### config.mk
export PLATFORM = sky130hd
export DESIGN_NAME = vga_sprite_render_flat
export DESIGN_NICKNAME = d
export VERILOG_FILES = /design/src/rtl/vga_sprite_render_if.sv /design/src/rtl/vga_sprite_render.sv /design/src/flat_wrapper.sv
export SDC_FILE = /design/constraint.sdc
export NUM_CORES = 1
export LEC_CHECK = 0
export BUFFER_PORTS_ARGS = -buffer_cell sky130_fd_sc_hd__buf_2
export CAP_MARGIN = 10
export CORE_ASPECT_RATIO = 2
export CORE_MARGIN = 1
export CORE_UTILIZATION = 53
export CTS_CLUSTER_SIZE = 14
export DETAILED_ROUTE_END_ITERATION = 16
export GPL_ROUTABILITY_DRIVEN = 0
export PLACE_DENSITY = 0.77
export SKIP_LAST_GASP = 1
export SLEW_MARGIN = 10
export SYNTH_ARGS = -nofsm -noshare
export SYNTH_HDL_FRONTEND = slang
export SYNTH_SLANG_ARGS = --single-unit
### constraint.sdc
create_clock -name clk -period 2.8 [get_ports clk]
set_input_delay 0.28 -clock clk [delete_from_list [all_inputs] [get_ports clk]]
set_output_delay 0.28 -clock clk [all_outputs]
set_load 0.05 [all_outputs]
### src/rtl/vga_sprite_render_if.sv
// vga_sprite_render_if: pixel-stream, sprite-ROM and video-output bundle for vga_sprite_render.
//   master: timing generator + sprite ROM side (drives coordinates, syncs, player position, rom_data)
//   slave : render stage (drives rom_addr, rgb, hsync, vsync, frame_tick)
interface vga_sprite_render_if #(
    parameter int HWIDTH   = 12,
    parameter int VWIDTH   = 12,
    parameter int SPR_LOG2 = 5
);
    logic [HWIDTH-1:0]     hdata;
    logic [VWIDTH-1:0]     vdata;
    logic                  valid;
    logic                  hsync_in;
    logic                  vsync_in;
    logic [HWIDTH-1:0]     player_x;
    logic [VWIDTH-1:0]     player_y;
    logic [2*SPR_LOG2:0]   rom_addr;
    logic [11:0]           rom_data;
    logic [11:0]           rgb;
    logic                  hsync;
    logic                  vsync;
    logic                  frame_tick;

    modport master (
        output hdata, vdata, valid, hsync_in, vsync_in, player_x, player_y, rom_data,
        input  rom_addr, rgb, hsync, vsync, frame_tick
    );

    modport slave (
        input  hdata, vdata, valid, hsync_in, vsync_in, player_x, player_y, rom_data,
        output rom_addr, rgb, hsync, vsync, frame_tick
    );
endinterface

### src/rtl/vga_sprite_render.sv
// vga_sprite_render: 3-stage render pipeline drawing lane background and an animated sprite.
//   clk   : pixel clock, rising edge
//   rst_n : asynchronous reset, active low
//   bus   : vga_sprite_render_if.slave (coordinates/syncs/player position in, ROM port, RGB/syncs/frame_tick out)
// Optional feature: define SPRITE_KEY_EN to make sprite pixels equal to KEY_RGB transparent.
module vga_sprite_render #(
    parameter int         HWIDTH    = 12,
    parameter int         VWIDTH    = 12,
    parameter int         VSIZE     = 480,
    parameter int         SPR_LOG2  = 5,
    parameter int         ANIM_DIV  = 8,
    parameter int         LANE_X0   = 160,
    parameter int         LANE_X1   = 320,
    parameter int         LANE_X2   = 480,
    parameter int         EDGE_W    = 4,
    parameter logic [11:0] BG_RGB   = 12'h642,
    parameter logic [11:0] EDGE_RGB = 12'hFFF,
    parameter logic [11:0] KEY_RGB  = 12'hF0F,
    parameter logic       SYNC_IDLE = 1'b0
) (
    input logic                clk,
    input logic                rst_n,
    vga_sprite_render_if.slave bus
);
    localparam int SPR = 1 << SPR_LOG2;
    localparam int CW  = ANIM_DIV > 1 ? $clog2(ANIM_DIV) : 1;
    localparam int XW  = HWIDTH + 1;
    localparam int YW  = VWIDTH + 1;

    logic [HWIDTH-1:0]   r_px;
    logic [VWIDTH-1:0]   r_py;
    logic [CW-1:0]       r_frame_cnt;
    logic                r_anim;
    logic                r_frame_tick;
    logic [2*SPR_LOG2:0] r_rom_addr;
    logic                r_valid1, r_hit1, r_edge1, r_hs1, r_vs1;
    logic                r_valid2, r_hit2, r_edge2, r_hs2, r_vs2;
    logic [11:0]         r_rgb;
    logic                r_hs3, r_vs3;

    logic [XW-1:0]       w_hx;
    logic [YW-1:0]       w_vy;
    logic                w_latch;
    logic                w_hit;
    logic                w_edge;
    logic [SPR_LOG2-1:0] w_dx;
    logic [SPR_LOG2-1:0] w_dy;
    logic                w_opaque;
    logic [11:0]         w_pixel;

    // One extra bit so a sprite near the right/bottom limit clips instead of wrapping to column/line 0.
    assign w_hx    = {1'b0, bus.hdata};
    assign w_vy    = {1'b0, bus.vdata};
    assign w_latch = (bus.hdata == '0) && (bus.vdata == VWIDTH'(VSIZE));
    assign w_hit   = (w_hx >= {1'b0, r_px}) && (w_hx < {1'b0, r_px} + XW'(SPR)) &&
                     (w_vy >= {1'b0, r_py}) && (w_vy < {1'b0, r_py} + YW'(SPR));
    assign w_dx    = SPR_LOG2'(bus.hdata - r_px);
    assign w_dy    = SPR_LOG2'(bus.vdata - r_py);
    assign w_edge  = ((w_hx >= XW'(LANE_X0)) && (w_hx < XW'(LANE_X0 + EDGE_W))) ||
                     ((w_hx >= XW'(LANE_X1)) && (w_hx < XW'(LANE_X1 + EDGE_W))) ||
                     ((w_hx >= XW'(LANE_X2)) && (w_hx < XW'(LANE_X2 + EDGE_W)));

`ifdef SPRITE_KEY_EN
    assign w_opaque = bus.rom_data != KEY_RGB;
`else
    assign w_opaque = 1'b1;
`endif

    assign w_pixel = !r_valid2            ? 12'h000 :
                     (r_hit2 && w_opaque) ? bus.rom_data :
                     r_edge2              ? EDGE_RGB : BG_RGB;

    // Position and animation phase are sampled only at the latch point, so they hold through the visible frame.
    always_ff @(posedge clk or negedge rst_n) begin
        if (!rst_n) begin
            r_px         <= '0;
            r_py         <= '0;
            r_frame_cnt  <= '0;
            r_anim       <= 1'b0;
            r_frame_tick <= 1'b0;
        end else begin
            r_frame_tick <= w_latch;
            if (w_latch) begin
                r_px        <= bus.player_x;
                r_py        <= bus.player_y;
                r_frame_cnt <= (r_frame_cnt == CW'(ANIM_DIV - 1)) ? '0 : r_frame_cnt + 1'b1;
                r_anim      <= (r_frame_cnt == CW'(ANIM_DIV - 1)) ? ~r_anim : r_anim;
            end
        end
    end

    always_ff @(posedge clk or negedge rst_n) begin
        if (!rst_n) begin
            r_rom_addr <= '0;
            r_valid1   <= 1'b0;
            r_hit1     <= 1'b0;
            r_edge1    <= 1'b0;
            r_hs1      <= SYNC_IDLE;
            r_vs1      <= SYNC_IDLE;
            r_valid2   <= 1'b0;
            r_hit2     <= 1'b0;
            r_edge2    <= 1'b0;
            r_hs2      <= SYNC_IDLE;
            r_vs2      <= SYNC_IDLE;
            r_rgb      <= '0;
            r_hs3      <= SYNC_IDLE;
            r_vs3      <= SYNC_IDLE;
        end else begin
            r_rom_addr <= w_hit ? {r_anim, w_dy, w_dx} : '0;
            r_valid1   <= bus.valid;
            r_hit1     <= w_hit;
            r_edge1    <= w_edge;
            r_hs1      <= bus.hsync_in;
            r_vs1      <= bus.vsync_in;
            r_valid2   <= r_valid1;
            r_hit2     <= r_hit1;
            r_edge2    <= r_edge1;
            r_hs2      <= r_hs1;
            r_vs2      <= r_vs1;
            r_rgb      <= w_pixel;
            r_hs3      <= r_hs2;
            r_vs3      <= r_vs2;
        end
    end

    assign bus.rom_addr   = r_rom_addr;
    assign bus.rgb        = r_rgb;
    assign bus.hsync      = r_hs3;
    assign bus.vsync      = r_vs3;
    assign bus.frame_tick = r_frame_tick;
endmodule

### src/flat_wrapper.sv
// flat-port wrapper written by rule: the top's interface ports become plain ports
module vga_sprite_render_flat 
#(
    parameter int         HWIDTH    = 12,
    parameter int         VWIDTH    = 12,
    parameter int         VSIZE     = 480,
    parameter int         SPR_LOG2  = 5,
    parameter int         ANIM_DIV  = 8,
    parameter int         LANE_X0   = 160,
    parameter int         LANE_X1   = 320,
    parameter int         LANE_X2   = 480,
    parameter int         EDGE_W    = 4,
    parameter logic [11:0] BG_RGB   = 12'h642,
    parameter logic [11:0] EDGE_RGB = 12'hFFF,
    parameter logic [11:0] KEY_RGB  = 12'hF0F,
    parameter logic       SYNC_IDLE = 1'b0
)
  (clk, rst_n, bus_hdata, bus_vdata, bus_valid, bus_hsync_in, bus_vsync_in, bus_player_x, bus_player_y, bus_rom_data, bus_rom_addr, bus_rgb, bus_hsync, bus_vsync, bus_frame_tick);
  vga_sprite_render_if #(.HWIDTH(HWIDTH), .VWIDTH(VWIDTH), .SPR_LOG2(SPR_LOG2)) bus_i ();
  input logic clk;
  input logic rst_n;
  input wire logic [$bits(bus_i.hdata)-1:0] bus_hdata;
  input wire logic [$bits(bus_i.vdata)-1:0] bus_vdata;
  input wire logic [$bits(bus_i.valid)-1:0] bus_valid;
  input wire logic [$bits(bus_i.hsync_in)-1:0] bus_hsync_in;
  input wire logic [$bits(bus_i.vsync_in)-1:0] bus_vsync_in;
  input wire logic [$bits(bus_i.player_x)-1:0] bus_player_x;
  input wire logic [$bits(bus_i.player_y)-1:0] bus_player_y;
  input wire logic [$bits(bus_i.rom_data)-1:0] bus_rom_data;
  output wire logic [$bits(bus_i.rom_addr)-1:0] bus_rom_addr;
  output wire logic [$bits(bus_i.rgb)-1:0] bus_rgb;
  output wire logic [$bits(bus_i.hsync)-1:0] bus_hsync;
  output wire logic [$bits(bus_i.vsync)-1:0] bus_vsync;
  output wire logic [$bits(bus_i.frame_tick)-1:0] bus_frame_tick;
  assign bus_i.hdata = bus_hdata;
  assign bus_i.vdata = bus_vdata;
  assign bus_i.valid = bus_valid;
  assign bus_i.hsync_in = bus_hsync_in;
  assign bus_i.vsync_in = bus_vsync_in;
  assign bus_i.player_x = bus_player_x;
  assign bus_i.player_y = bus_player_y;
  assign bus_i.rom_data = bus_rom_data;
  assign bus_rom_addr = bus_i.rom_addr;
  assign bus_rgb = bus_i.rgb;
  assign bus_hsync = bus_i.hsync;
  assign bus_vsync = bus_i.vsync;
  assign bus_frame_tick = bus_i.frame_tick;
  vga_sprite_render #(.HWIDTH(HWIDTH), .VWIDTH(VWIDTH), .VSIZE(VSIZE), .SPR_LOG2(SPR_LOG2), .ANIM_DIV(ANIM_DIV), .LANE_X0(LANE_X0), .LANE_X1(LANE_X1), .LANE_X2(LANE_X2), .EDGE_W(EDGE_W), .BG_RGB(BG_RGB), .EDGE_RGB(EDGE_RGB), .KEY_RGB(KEY_RGB), .SYNC_IDLE(SYNC_IDLE)) u_core (.clk(clk), .rst_n(rst_n), .bus(bus_i));
endmodule
==> metrics.json, run 1 <==
{
  "drt_wl_total_mm": 8.36,
  "avgViaCountPerCell": 5.47,
  "max_freq_ghz": 0.389,
  "grt_setup_unrepaired": "no",
  "postSynthRegisterBits": 64,
  "timing_hold_violations_final": 0,
  "chipHeight_um": 119,
  "tightest_slew_ns": 0.655,
  "yosysSeqAreaShare": 0.444,
  "track_usage": 0.258,
  "synth.top_cell.area_share": 0.444,
  "hold_path_depth": 1,
  "synth_nets": 453,
  "finalMaxSlewViolations": 0,
  "port_buffers": 90,
  "yosysWarningCount": 0,
  "clock_tree.root_cell": "clkbuf_16",
  "power_leakage_uw": 0.00231,
  "total_grt_overflow": 0,
  "worst_min_delay_path_category": "input port to flip-flop",
  "post-synth-top-area-cell": "dfrtp_1",
  "syn_to_layout_area_delta_pct": 24.6,
  "post-dp-hpwl_mm": 6.48,
  "critical_path.cell_chain": "and4_1 > nand2_1 > xnor2_1 > ha_1 > a21oi_1 > nand2_1 > a222oi_1 > o311ai_2 > buf_6 > nor4bb_4",
  "timing.reg2reg.worst_path_depth": 10,
  "cts.sinks": 64,
  "max_cap_viol_count": 0,
  "min_from": "bus_hsync_in",
  "worst-endpoint-required_ns": 3.03,
  "total_power_uw": 2110,
  "route.antenna.remaining_nets": 0,
  "post_synth_inst_count": 344,
  "crit_path_max_incr_delay_ns": 0.42,
  "initial_utilization": 0.545,
  "synth.top_cells.by_count": "dfrtp_1 (64), nand2_1 (43), ha_1 (42)",
  "setup_slack_of_the_most_critical_reg_to_reg_path_ns": 0.23,
  "die_span_in_x_um": 60.3,
  "clock_transition_at_the_register_clock_pins_on_the_worst_setup_and_hold_paths_after_cts_ns": 0.06,
  "grt_first_pass_wirelength_mm": 13.5,
  "grt_max_degree": 31,
  "die_area_sq_um": 7160,
  "synth_ff_type": "dfrtp_1",
  "power.density_cell_area_nw_per_um2": 468,
  "holdPathEnd": "u_core.r_hs1",
  "clock_latency_ns": 0.33,
  "utilization": 0.679,
  "clock_path_buffers": 2,
  "r2r_start": "u_core.r_py[7]",
  "critical-path-slowest-cell": "dfrtp_1",
  "synthesis.area_sq_um": 3610,
  "drcViolationCount": 0,
  "cp_data_arrival_time_ns": 2.80,
  "initial_antenna_violation_count": 0,
  "syn_avg_cell_area_sq_um": 10.5,
  "critical-path-top-cell-by-count": "nand2_1",
  "critical-path-top-delay-family": "compound AO/OA/AOI/OAI gates",
  "cp-start-kind": "flip-flop",
  "detailed_route_via_count": 2919,
  "worst-path-max-fanout": 12,
  "setup-tns-final_ns": 0,
  "detailedRoute.firstIterationViolations": 95,
  "outcome": "completed",
  "netlist_top_cells_area": "dfrtp_1 (44%), ha_1 (15%), nand2_1 (4.5%)",
  "clock_skew_ns": 0.00743,
  "peakVddDrop_v": 0.000346,
  "unique_cell_type_count_in_the_yosys_netlist": 50,
  "async_set_reset_flop_share_out_of_synthesis": 1.00,
  "crit_buf_inv": 1,
  "final_min_period_over_clock_period": 0.919,
  "design.final.nets": 552,
  "cts_inserted_buffers": 9,
  "final-setup-viol-count": 0,
  "detailedRoute.firstPassIterationCount": 4,
  "htreeDepth": 3,
  "final.min_clock_period_ns": 2.57,
  "critical_path_start_end_classification": "flip-flop to flip-flop",
  "floorplan.rows": 42,
  "core_area_sq_um": 6620,
  "drt-wirelength-per-cell_um": 15.7,
  "tritoncts_clock_tree": "yes",
  "layout-drive-gt1-share": 0.303,
  "timing.hold.ws_ns": 0.0544,
  "synthMostInstantiatedCell": "dfrtp_1",
  "worstSetupEndpointType": "flip-flop",
  "timing.slew.headroom": 0.562,
  "insertedDiodeCount": 0,
  "io-pin-count": 91,
  "crit-reg2reg-capture": "u_core.bus.rom_addr[6]",
  "first_global_vias": 3062,
  "synth-edff-count": 0
}
[power by group]
part	total, uW	switching (uW)	internal (uW)
sequential	939	3.89	935
clock	983	377	606
combinational	184	108	76.0
[stage by stage]
| stage | std cells | area (sq um) | worst slack (ns) |
|---|---|---|---|
| global placement | 517 | 4190 | 0.185 |
| floorplan | 344 | 3610 | 0.515 |
| detailed placement | 517 | 4190 | 0.0538 |
| global route | 534 | 4500 | 0.00964 |
| CTS | 532 | 4460 | 0.0967 |
| finish | 534 | 4500 | 0.228 |
[flip-flops by register name (all words and copies together), names as in the netlist, 3 cells and up]
| signal | cells |
|---|---|
| u_core.bus.rgb | 12 |
| u_core.bus.rom_addr | 11 |
| u_core.r_frame_cnt | 3 |
| u_core.r_px | 12 |
| u_core.r_py | 12 |
[area by class of cell]
cell class                      count  area [sq um]
Multi-Input combinational cell    237          1870
Sequential cell                    64          1610
Timing Repair Buffer               98           529
Clock inverter                      4          22.5
Clock buffer                       10           239
Inverter                           33           124
Fill cell                         531          2120
Tap cell                           88           110
[repair_timing]
action | 4_1_cts | 5_1_grt
endpoints found under the setup margin | 0 | 11
hold buffers | 1 | 0
hold endpoints to repair | 26 | 0
buffers inserted | 0 | 2
resized for setup | 0 | 7
[layout by cell type (no fill, tap or decap), drive strengths merged, types with 3 or more instances in the layout]
cell type and instances:
clkinv 3, buf 97, nor3 4, ha 42, nor2 5, clkbuf 10
xor2 3, o21ai 24, a21boi 13, dfrtp 64, and4 3, mux2 5
nor4b 10, nand2 43, inv 33, a21o 4, a21oi 14, xnor2 14
nand3 14, nor4bb 3, nand4 6
[worst max path at each step]
stage / from / end / slack [ns] / depth (start not counted)
finish: u_core.r_py[7] / u_core.bus.rom_addr[6] / 0.23 / 10
global route: u_core.r_px[8] / u_core.bus.rom_addr[6] / 0.01 / 11
CTS: u_core.r_px[5] / u_core.bus.rom_addr[10] / 0.1 / 7
detailed placement: u_core.r_px[5] / u_core.bus.rom_addr[10] / 0.05 / 7
global placement: u_core.r_px[5] / u_core.bus.rom_addr[10] / 0.18 / 7
floorplan: u_core.r_px[5] / u_core.bus.rom_addr[8] / 0.51 / 10
[routing by layer]
| layer | wire length (um) | vias up | GRT usage |
|---|---|---|---|
| li1 | - | 1412 | - |
| met1 | 2870 | 1359 | 0.233 |
| met2 | 4630 | 108 | 0.462 |
| met3 | 371 | 40 | 0.0646 |
| met4 | 491 | 0 | 0.179 |
| met5 | 0 | - | 0 |
[kinds of logic (layout without fill, tap and decap cells)]
logic type               after synthesis  count (layout)  share of synthesized area
XOR/XNOR                              17              17                     0.0413
AO/OA/AOI/OAI                         71              71                      0.126
adder cells (fa/ha/maj)               44              44                      0.157
flip-flops                            64              64                      0.444
buffers and inverters                 43             145                     0.0472
AND/OR/NAND/NOR                      100             100                      0.170
multiplexers                           5               5                     0.0156
Power figures use the tool's default switching activity.
==> run 2, diff against run 1 <==
--- a/config.mk
+++ b/config.mk
@@ -7,10 +7,12 @@
 export LEC_CHECK = 0
 export BUFFER_PORTS_ARGS = -buffer_cell sky130_fd_sc_hd__buf_2
 export CAP_MARGIN = 10
+export CELL_PAD_IN_SITES_DETAIL_PLACEMENT = 2
+export CELL_PAD_IN_SITES_GLOBAL_PLACEMENT = 2
 export CORE_ASPECT_RATIO = 2
 export CORE_MARGIN = 1
-export CORE_UTILIZATION = 53
-export CTS_CLUSTER_SIZE = 14
+export CORE_UTILIZATION = 33
+export CTS_CLUSTER_SIZE = 24
 export DETAILED_ROUTE_END_ITERATION = 16
 export GPL_ROUTABILITY_DRIVEN = 0
 export PLACE_DENSITY = 0.77
==> metrics.json, run 2 (synthesis gave the netlist of run 1 again) <==
{
  "outcome": {"value": "completed", "change": "unchanged"},
  "die_span_in_x": {"value": 75.9, "unit": "um", "change": "was 60.3 um"},
  "dp_cells": {"value": 568, "change": "was 517"},
  "layout-drive-gt1-share": {"value": 0.307, "change": "was 0.303"},
  "holdPathEnd": {"value": "u_core.r_hs1", "change": "unchanged"},
  "min_from": {"value": "bus_hsync_in", "change": "unchanged"},
  "crit-reg2reg-capture": {"value": "u_core.bus.rom_addr[8]", "change": "was u_core.bus.rom_addr[6]"},
  "power.density_cell_area": {"value": 472, "unit": "nW/um^2", "change": "was 468 nW/um^2"},
  "peakVddDrop": {"value": 0.000320, "unit": "V", "change": "was 0.000346 V"},
  "avgViaCountPerCell": {"value": 5.13, "change": "was 5.47"},
  "initial_antenna_violation_count": {"value": 0, "change": "unchanged"},
  "clock_transition_at_the_register_clock_pins_on_the_worst_setup_and_hold_paths_after_cts": {"value": 0.05, "unit": "ns", "change": "was 0.06 ns"},
  "core_area": {"value": 10500, "unit": "sq um", "change": "was 6620 sq um"},
  "max_cap_viol_count": {"value": 0, "change": "unchanged"},
  "worst_min_delay_path_category": {"value": "input port to flip-flop", "change": "unchanged"},
  "detailed_route_via_count": {"value": 2989, "change": "was 2,919"},
  "timing.reg2reg.worst_path_depth": {"value": 10, "change": "unchanged"},
  "worstSetupEndpointType": {"value": "flip-flop", "change": "unchanged"},
  "setup_slack_of_the_most_critical_reg_to_reg_path": {"value": 0.11, "unit": "ns", "change": "was 0.23 ns"},
  "critical_path_start_end_classification": {"value": "flip-flop to flip-flop", "change": "unchanged"},
  "clock_skew": {"value": 0.00520, "unit": "ns", "change": "was 0.00743 ns"},
  "io-pin-count": {"value": 91, "change": "unchanged"},
  "worst-endpoint-required": {"value": 3.03, "unit": "ns", "change": "about the same"},
  "cts_post_setup_buffers_inserted": {"value": 0, "change": "unchanged"},
  "instances_no_fill": {"value": 583, "change": "was 534"},
  "drt-wirelength-per-cell": {"value": 18.6, "unit": "um", "change": "was 15.7 um"},
  "finalMaxSlewViolations": {"value": 0, "change": "unchanged"},
  "grt_setup_unrepaired": {"value": "no", "change": "unchanged"},
  "final.min_clock_period": {"value": 2.69, "unit": "ns", "change": "was 2.57 ns"},
  "floorplan.rows": {"value": 53, "change": "was 42"},
  "r2r_start": {"value": "u_core.r_py[5]", "change": "was u_core.r_py[7]"},
  "cts.sinks": {"value": 64, "change": "unchanged"},
  "tritoncts_clock_tree": {"value": "yes", "change": "unchanged"},
  "port_buffers": {"value": 90, "change": "unchanged"},
  "hold_path_depth": {"value": 1, "change": "unchanged"},
  "first_global_vias": {"value": 3475, "change": "was 3,062"},
  "num-fill-cells": {"value": 1139, "change": "was 531"},
  "drt_wl_total": {"value": 10.9, "unit": "mm", "change": "was 8.36 mm"},
  "drcViolationCount": {"value": 0, "change": "unchanged"},
  "setup-tns-final": {"value": 0, "unit": "ns", "change": "unchanged"},
  "clock_path_buffers": {"value": 2, "change": "unchanged"},
  "track_usage": {"value": 0.204, "change": "was 0.258"},
  "total_grt_overflow": {"value": 0, "change": "unchanged"},
  "post-dp-hpwl": {"value": 8.58, "unit": "mm", "change": "was 6.48 mm"},
  "detailedRoute.firstPassIterationCount": {"value": 4, "change": "unchanged"},
  "clock_tree.root_cell": {"value": "clkbuf_16", "change": "unchanged"},
  "tightest_slew": {"value": 0.815, "unit": "ns", "change": "was 0.655 ns"},
  "hold_buffers": {"value": 0, "change": "was 1"},
  "grt_max_degree": {"value": 65, "change": "was 31"},
  "design.final.nets": {"value": 551, "change": "was 552"},
  "cp_data_arrival_time": {"value": 2.92, "unit": "ns", "change": "was 2.80 ns"},
  "final_min_period_over_clock_period": {"value": 0.961, "change": "was 0.919"},
  "chipHeight": {"value": 150, "unit": "um", "change": "was 119 um"},
  "syn_to_layout_area_delta": {"value": 26.4, "unit": "%", "change": "was 24.6%"},
  "timing.slew.headroom": {"value": 0.457, "change": "was 0.562"},
  "die_area": {"value": 11400, "unit": "sq um", "change": "was 7160 sq um"},
  "insertedDiodeCount": {"value": 0, "change": "unchanged"},
  "worst-path-max-fanout": {"value": 12, "change": "unchanged"},
  "max_freq": {"value": 0.372, "unit": "GHz", "change": "was 0.389 GHz"},
  "detailedRoute.firstIterationViolations": {"value": 92, "change": "was 95"},
  "layout_common_cells": {"value": "buf_2 (90), dfrtp_1 (59), nand2_1 (43)", "change": "was buf_2 (90), dfrtp_1 (61), nand2_1 (43)"},
  "cp-start-kind": {"value": "flip-flop", "change": "unchanged"},
  "timing.critical_path.from": {"value": "u_core.r_py[5]", "change": "was u_core.r_py[7]"},
  "route.antenna.remaining_nets": {"value": 0, "change": "unchanged"},
  "cts_inserted_buffers": {"value": 9, "change": "unchanged"},
  "grt_first_pass_wirelength": {"value": 17.4, "unit": "mm", "change": "was 13.5 mm"},
  "initial_utilization": {"value": 0.342, "change": "was 0.545"},
  "timing_hold_violations_final": {"value": 0, "change": "unchanged"},
  "htreeDepth": {"value": 3, "change": "unchanged"},
  "final-setup-viol-count": {"value": 0, "change": "unchanged"},
  "most_common_cell_after_layout_fill_and_taps_aside": {"value": "buf_2", "change": "unchanged"},
  "power_leakage": {"value": 0.00232, "unit": "uW", "change": "was 0.00231 uW"},
  "clock_latency": {"value": 0.33, "unit": "ns", "change": "about the same"}
}
==> run 2: cell count changes in the layout (fill, tap and decap cells not counted) <==
cell,change
dfrtp_1,-2
dlygate4sd3_1,-1
dfrtp_2,+2
nor3_4,-1
buf_4,+1
buf_6,-1
clkinv_2,-1
nor3_2,+1
clkbuf_1,+1
nor4b_2,-1
nor4b_4,+1
clkbuf_8,+1
==> run 2: timing repair <==
item / 4_1_cts / 5_1_grt
gates resized for setup: 2 / 6
endpoints found under the setup margin: 2 / 11
pin swaps: 2 / 1
==> run 2: per-layer routing <==
layer  share of wire  vias up  global-route usage
met5               0        -                   0
li1                -     1412                   -
met2            0.60       75               0.429
met1            0.34     1486               0.181
met3           0.032       16              0.0396
met4           0.023        0              0.0885
==> run 2: area by class of cell <==
cell class	instances	area, sq um	area share
multi-input cells	237	1870	0.410
flip-flops and latches	64	1610	0.352
repair buffers	97	515	0.113
clock buffers	12	256	0.0562
well taps	137	171	0.0376
inverters	33	124	0.0272
clock inverters	3	17.5	0.00384
==> run 2: worst max path at each step <==
stage | depth (start not counted) | slack (ns) | to
after floorplan | 10 | 0.51 | u_core.bus.rom_addr[8]
after global placement | 11 | 0.18 | u_core.bus.rom_addr[10]
after detailed placement | 10 | 0.05 | u_core.bus.rom_addr[10]
after CTS | 10 | 0.01 | u_core.bus.rom_addr[8]
after global routing | 11 | 0.01 | u_core.bus.rom_addr[8]
final | 10 | 0.11 | u_core.bus.rom_addr[8]
==> run 2: worst max-delay path, stage by stage, from the launching register on <==
cell      delay, ns
dfrtp_2        0.43
ha_2           0.23
nand2_1        0.07
xnor2_1        0.18
ha_1           0.30
a21oi_1        0.21
nand2_1        0.09
a222oi_1       0.39
o311ai_2       0.20
buf_12         0.20
nor4bb_2       0.28
==> run 2: per-stage QoR <==
step / worst slack (ns) / total power, uW / hold slack (ns) / instance area [sq um] / util
floorplan: 0.515 / 1030 / -0.0156 / 3610 / -
global placement: 0.179 / 1130 / 0.333 / 4270 / 0.405
detailed placement: 0.0540 / 1140 / 0.336 / 4270 / 0.405
global route: 0.0134 / 2240 / 0.0463 / 4560 / 0.433
CTS: 0.0124 / 2180 / 0.0473 / 4550 / 0.432
finish: 0.110 / 2150 / 0.0581 / 4560 / 0.433
==> run 2: report_power, final <==
group	total, uW	leakage (uW)	switching, uW	internal [uW]
sequential	939	0.000750	4.09	935
combinational	188	0.00143	113	74.8
clock	1030	0.000134	387	638
total	2150	0.00232	504	1650
==> run 3, diff against run 2 <==
--- a/config.mk
+++ b/config.mk
@@ -16,6 +16,7 @@
 export DETAILED_ROUTE_END_ITERATION = 16
 export GPL_ROUTABILITY_DRIVEN = 0
 export PLACE_DENSITY = 0.77
+export RECOVER_POWER = 50
 export SKIP_LAST_GASP = 1
 export SLEW_MARGIN = 10
 export SYNTH_ARGS = -nofsm -noshare
==> metrics.json, run 3 (synthesis gave the netlist of run 1 again) <==
{
  "instances_no_fill": {"value": 583, "change": "unchanged"},
  "route.antenna.remaining_nets": {"value": 0, "change": "unchanged"},
  "finalInstanceArea": {"value": 4560, "unit": "sq um", "change": "about the same"},
  "track_usage": {"value": 0.204, "change": "unchanged"},
  "hold_buffers": {"value": 0, "change": "unchanged"},
  "worstSetupEndpointType": {"value": "flip-flop", "change": "unchanged"},
  "initial_utilization": {"value": 0.342, "change": "unchanged"},
  "dp_cells": {"value": 568, "change": "unchanged"},
  "place_area": {"value": 4270, "unit": "sq um", "change": "unchanged"},
  "tritoncts_clock_tree": {"value": "yes", "change": "unchanged"},
  "gr-usage-met1": {"value": 0.181, "change": "unchanged"},
  "critical-path-slowest-cell": {"value": "dfrtp_2", "change": "unchanged"},
  "drt_wl_total": {"value": 10.9, "unit": "mm", "change": "about the same"},
  "insertedDiodeCount": {"value": 0, "change": "unchanged"},
  "timing_hold_violations_final": {"value": 0, "change": "unchanged"},
  "floorplan.rows": {"value": 53, "change": "unchanged"},
  "layout_common_cells": {"value": "buf_2 (89), dfrtp_1 (59), nand2_1 (43)", "change": "was buf_2 (90), dfrtp_1 (59), nand2_1 (43)"},
  "grt_max_degree": {"value": 65, "change": "unchanged"},
  "grt_setup_unrepaired": {"value": "no", "change": "unchanged"},
  "clock_tree.root_cell": {"value": "clkbuf_16", "change": "unchanged"},
  "worst_min_delay_path_category": {"value": "input port to flip-flop", "change": "unchanged"},
  "syn_to_layout_area_delta": {"value": 26.3, "unit": "%", "change": "was 26.4%"},
  "power_leakage": {"value": 0.00231, "unit": "uW", "change": "was 0.00232 uW"},
  "max_freq": {"value": 0.372, "unit": "GHz", "change": "unchanged"},
  "post-dp-hpwl": {"value": 8.58, "unit": "mm", "change": "unchanged"},
  "internal_power_of_the_cells": {"value": 1650, "unit": "uW", "change": "about the same"},
  "clock_skew": {"value": 0.00519, "unit": "ns", "change": "was 0.00520 ns"},
  "finalMaxSlewViolations": {"value": 65, "change": "was 0"},
  "cts_inserted_buffers": {"value": 9, "change": "unchanged"},
  "setup-tns-final": {"value": 0, "unit": "ns", "change": "unchanged"},
  "cts_post_setup_buffers_inserted": {"value": 0, "change": "unchanged"},
  "first_global_vias": {"value": 3475, "change": "unchanged"},
  "clock_path_buffers": {"value": 2, "change": "unchanged"},
  "total_power": {"value": 2150, "unit": "uW", "change": "about the same"},
  "utilization": {"value": 0.432, "change": "was 0.433"},
  "pwr-share-seq": {"value": 0.436, "change": "about the same"},
  "avgViaCountPerCell": {"value": 5.13, "change": "unchanged"},
  "power.density_cell_area": {"value": 472, "unit": "nW/um^2", "change": "about the same"},
  "cp-start-kind": {"value": "flip-flop", "change": "unchanged"},
  "final.min_clock_period": {"value": 2.69, "unit": "ns", "change": "unchanged"},
  "clock_latency": {"value": 0.33, "unit": "ns", "change": "about the same"},
  "critical_path.cell_chain": {"value": "ha_2 > nand2_1 > xnor2_1 > ha_1 > a21oi_1 > nand2_1 > a222oi_1 > o311ai_2 > buf_12 > nor4bb_2", "change": "unchanged"},
  "worst-endpoint-required": {"value": 3.03, "unit": "ns", "change": "about the same"},
  "total_grt_overflow": {"value": 0, "change": "unchanged"},
  "chipHeight": {"value": 150, "unit": "um", "change": "unchanged"},
  "violations": "capacitance limit, slew limit",
  "grt_first_pass_wirelength": {"value": 17.4, "unit": "mm", "change": "unchanged"},
  "power_switching_share": {"value": 0.234, "change": "about the same"},
  "design.final.nets": {"value": 551, "change": "unchanged"},
  "layout-drive-gt1-share": {"value": 0.305, "change": "was 0.307"},
  "outcome": {"value": "complete, but fails checks", "change": "was completed"},
  "max_cap_viol_count": {"value": 1, "change": "was 0"},
  "critical-path-top-cell-by-count": {"value": "nand2_1", "change": "unchanged"},
  "most_used_routing_layer": {"value": "met2", "change": "unchanged"},
  "final-setup-viol-count": {"value": 0, "change": "unchanged"},
  "detailed_route_via_count": {"value": 2989, "change": "unchanged"},
  "htreeDepth": {"value": 3, "change": "unchanged"},
  "switching_power": {"value": 504, "unit": "uW", "change": "about the same"},
  "clock_transition_at_the_register_clock_pins_on_the_worst_setup_and_hold_paths_after_cts": {"value": 0.05, "unit": "ns", "change": "about the same"},
  "clockPowerShare": {"value": 0.477, "change": "was 0.476"},
  "comb_power_share": {"value": 0.087, "change": "about the same"},
  "detailedRoute.firstPassIterationCount": {"value": 4, "change": "unchanged"},
  "drcViolationCount": {"value": 0, "change": "unchanged"},
  "initial_antenna_violation_count": {"value": 0, "change": "unchanged"},
  "port_buffers": {"value": 90, "change": "unchanged"},
  "timing.slew.headroom": {"value": -0.0566, "change": "was 0.457"},
  "io-pin-count": {"value": 91, "change": "unchanged"},
  "cts.sinks": {"value": 64, "change": "unchanged"},
  "die_area": {"value": 11400, "unit": "sq um", "change": "unchanged"},
  "globalRouteMet3Util": {"value": 0.0396, "change": "unchanged"},
  "most_common_cell_after_layout_fill_and_taps_aside": {"value": "buf_2", "change": "unchanged"},
  "detailedRoute.firstIterationViolations": {"value": 92, "change": "unchanged"},
  "cp_data_arrival_time": {"value": 2.92, "unit": "ns", "change": "about the same"},
  "critical_path_start_end_classification": {"value": "flip-flop to flip-flop", "change": "unchanged"},
  "peakVddDrop": {"value": 0.000320, "unit": "V", "change": "about the same"},
  "crit_path_max_incr_delay": {"value": 0.43, "unit": "ns", "change": "about the same"},
  "drt-wirelength-per-cell": {"value": 18.6, "unit": "um", "change": "about the same"},
  "tightest_slew": {"value": 1.58, "unit": "ns", "change": "was 0.815 ns"},
  "core_area": {"value": 10500, "unit": "sq um", "change": "unchanged"},
  "globalRouteMet2Util": {"value": 0.429, "change": "unchanged"},
  "num-fill-cells": {"value": 1140, "change": "was 1,139"},
  "final_min_period_over_clock_period": {"value": 0.961, "change": "unchanged"},
  "worst-path-max-fanout": {"value": 12, "change": "unchanged"},
  "die_span_in_x": {"value": 75.9, "unit": "um", "change": "unchanged"}
}
run 3: cell count changes in the layout (fill, tap and decap cells not counted):
cell,change
buf_2,-1
buf_4,-1
clkbuf_1,+1
clkbuf_2,+1
run 3: path summary, 6_finish.rpt:
path                       cells past startpoint  slack, ns                     end           start
min in group asynchronous                      2       0.43   u_core.bus.frame_tick           rst_n
setup / recovery                              10       0.11  u_core.bus.rom_addr[8]  u_core.r_py[5]
max in group asynchronous                      2       1.31          u_core.r_px[7]           rst_n
setup reg to reg                              10       0.11  u_core.bus.rom_addr[8]  u_core.r_py[5]
hold reg to reg                                0       0.34          u_core.r_edge2  u_core.r_edge1
hold / removal                                 1       0.06            u_core.r_hs1    bus_hsync_in
run 3: critical path, delay by kind of cell (launching register included):
kind	cells	cell delay, ns
and+or+nand+nor	3	0.44
adders and majority gates	2	0.53
DFF	1	0.43
AOI/OAI and AO/OA	3	0.80
buffers and inverters	1	0.20
xor gates and xnor gates	1	0.18
run 3: power by group through the flow:
stage	clock, uW	sequential [uW]	combinational [uW]
after floorplan	0	970	64.7
after global placement	0	954	181
after detailed placement	0	955	188
after CTS	1050	939	192
after global routing	1090	939	208
final	1030	939	187
run 3: timing repair:
action,in CTS,in global routing
pin swaps,2,1
gates resized for setup,2,6
endpoints found under the setup margin,2,11
run 3: final cells by class:
| class | instances | area [sq um] | share of cell area |
|---|---|---|---|
| multi-input cells | 237 | 1870 | 0.410 |
| repair buffers | 97 | 512 | 0.112 |
| well taps | 137 | 171 | 0.0376 |
| clock inverters | 3 | 17.5 | 0.00384 |
| clock buffers | 12 | 256 | 0.0563 |
| flip-flops and latches | 64 | 1610 | 0.353 |
| inverters | 33 | 124 | 0.0272 |
run 3: through the flow:
stage               setup slack (ns)  hold WS [ns]
finish                         0.110        0.0581
global route                  0.0134        0.0463
CTS                           0.0124        0.0473
detailed placement            0.0540         0.336
global placement               0.179         0.333
floorplan                      0.515       -0.0156
run 3: per-layer routing:
layer | share of wire | wire length (um)
met5 | 0 | 0
met4 | 0.023 | 250
met3 | 0.032 | 349
met2 | 0.60 | 6550
met1 | 0.34 | 3710
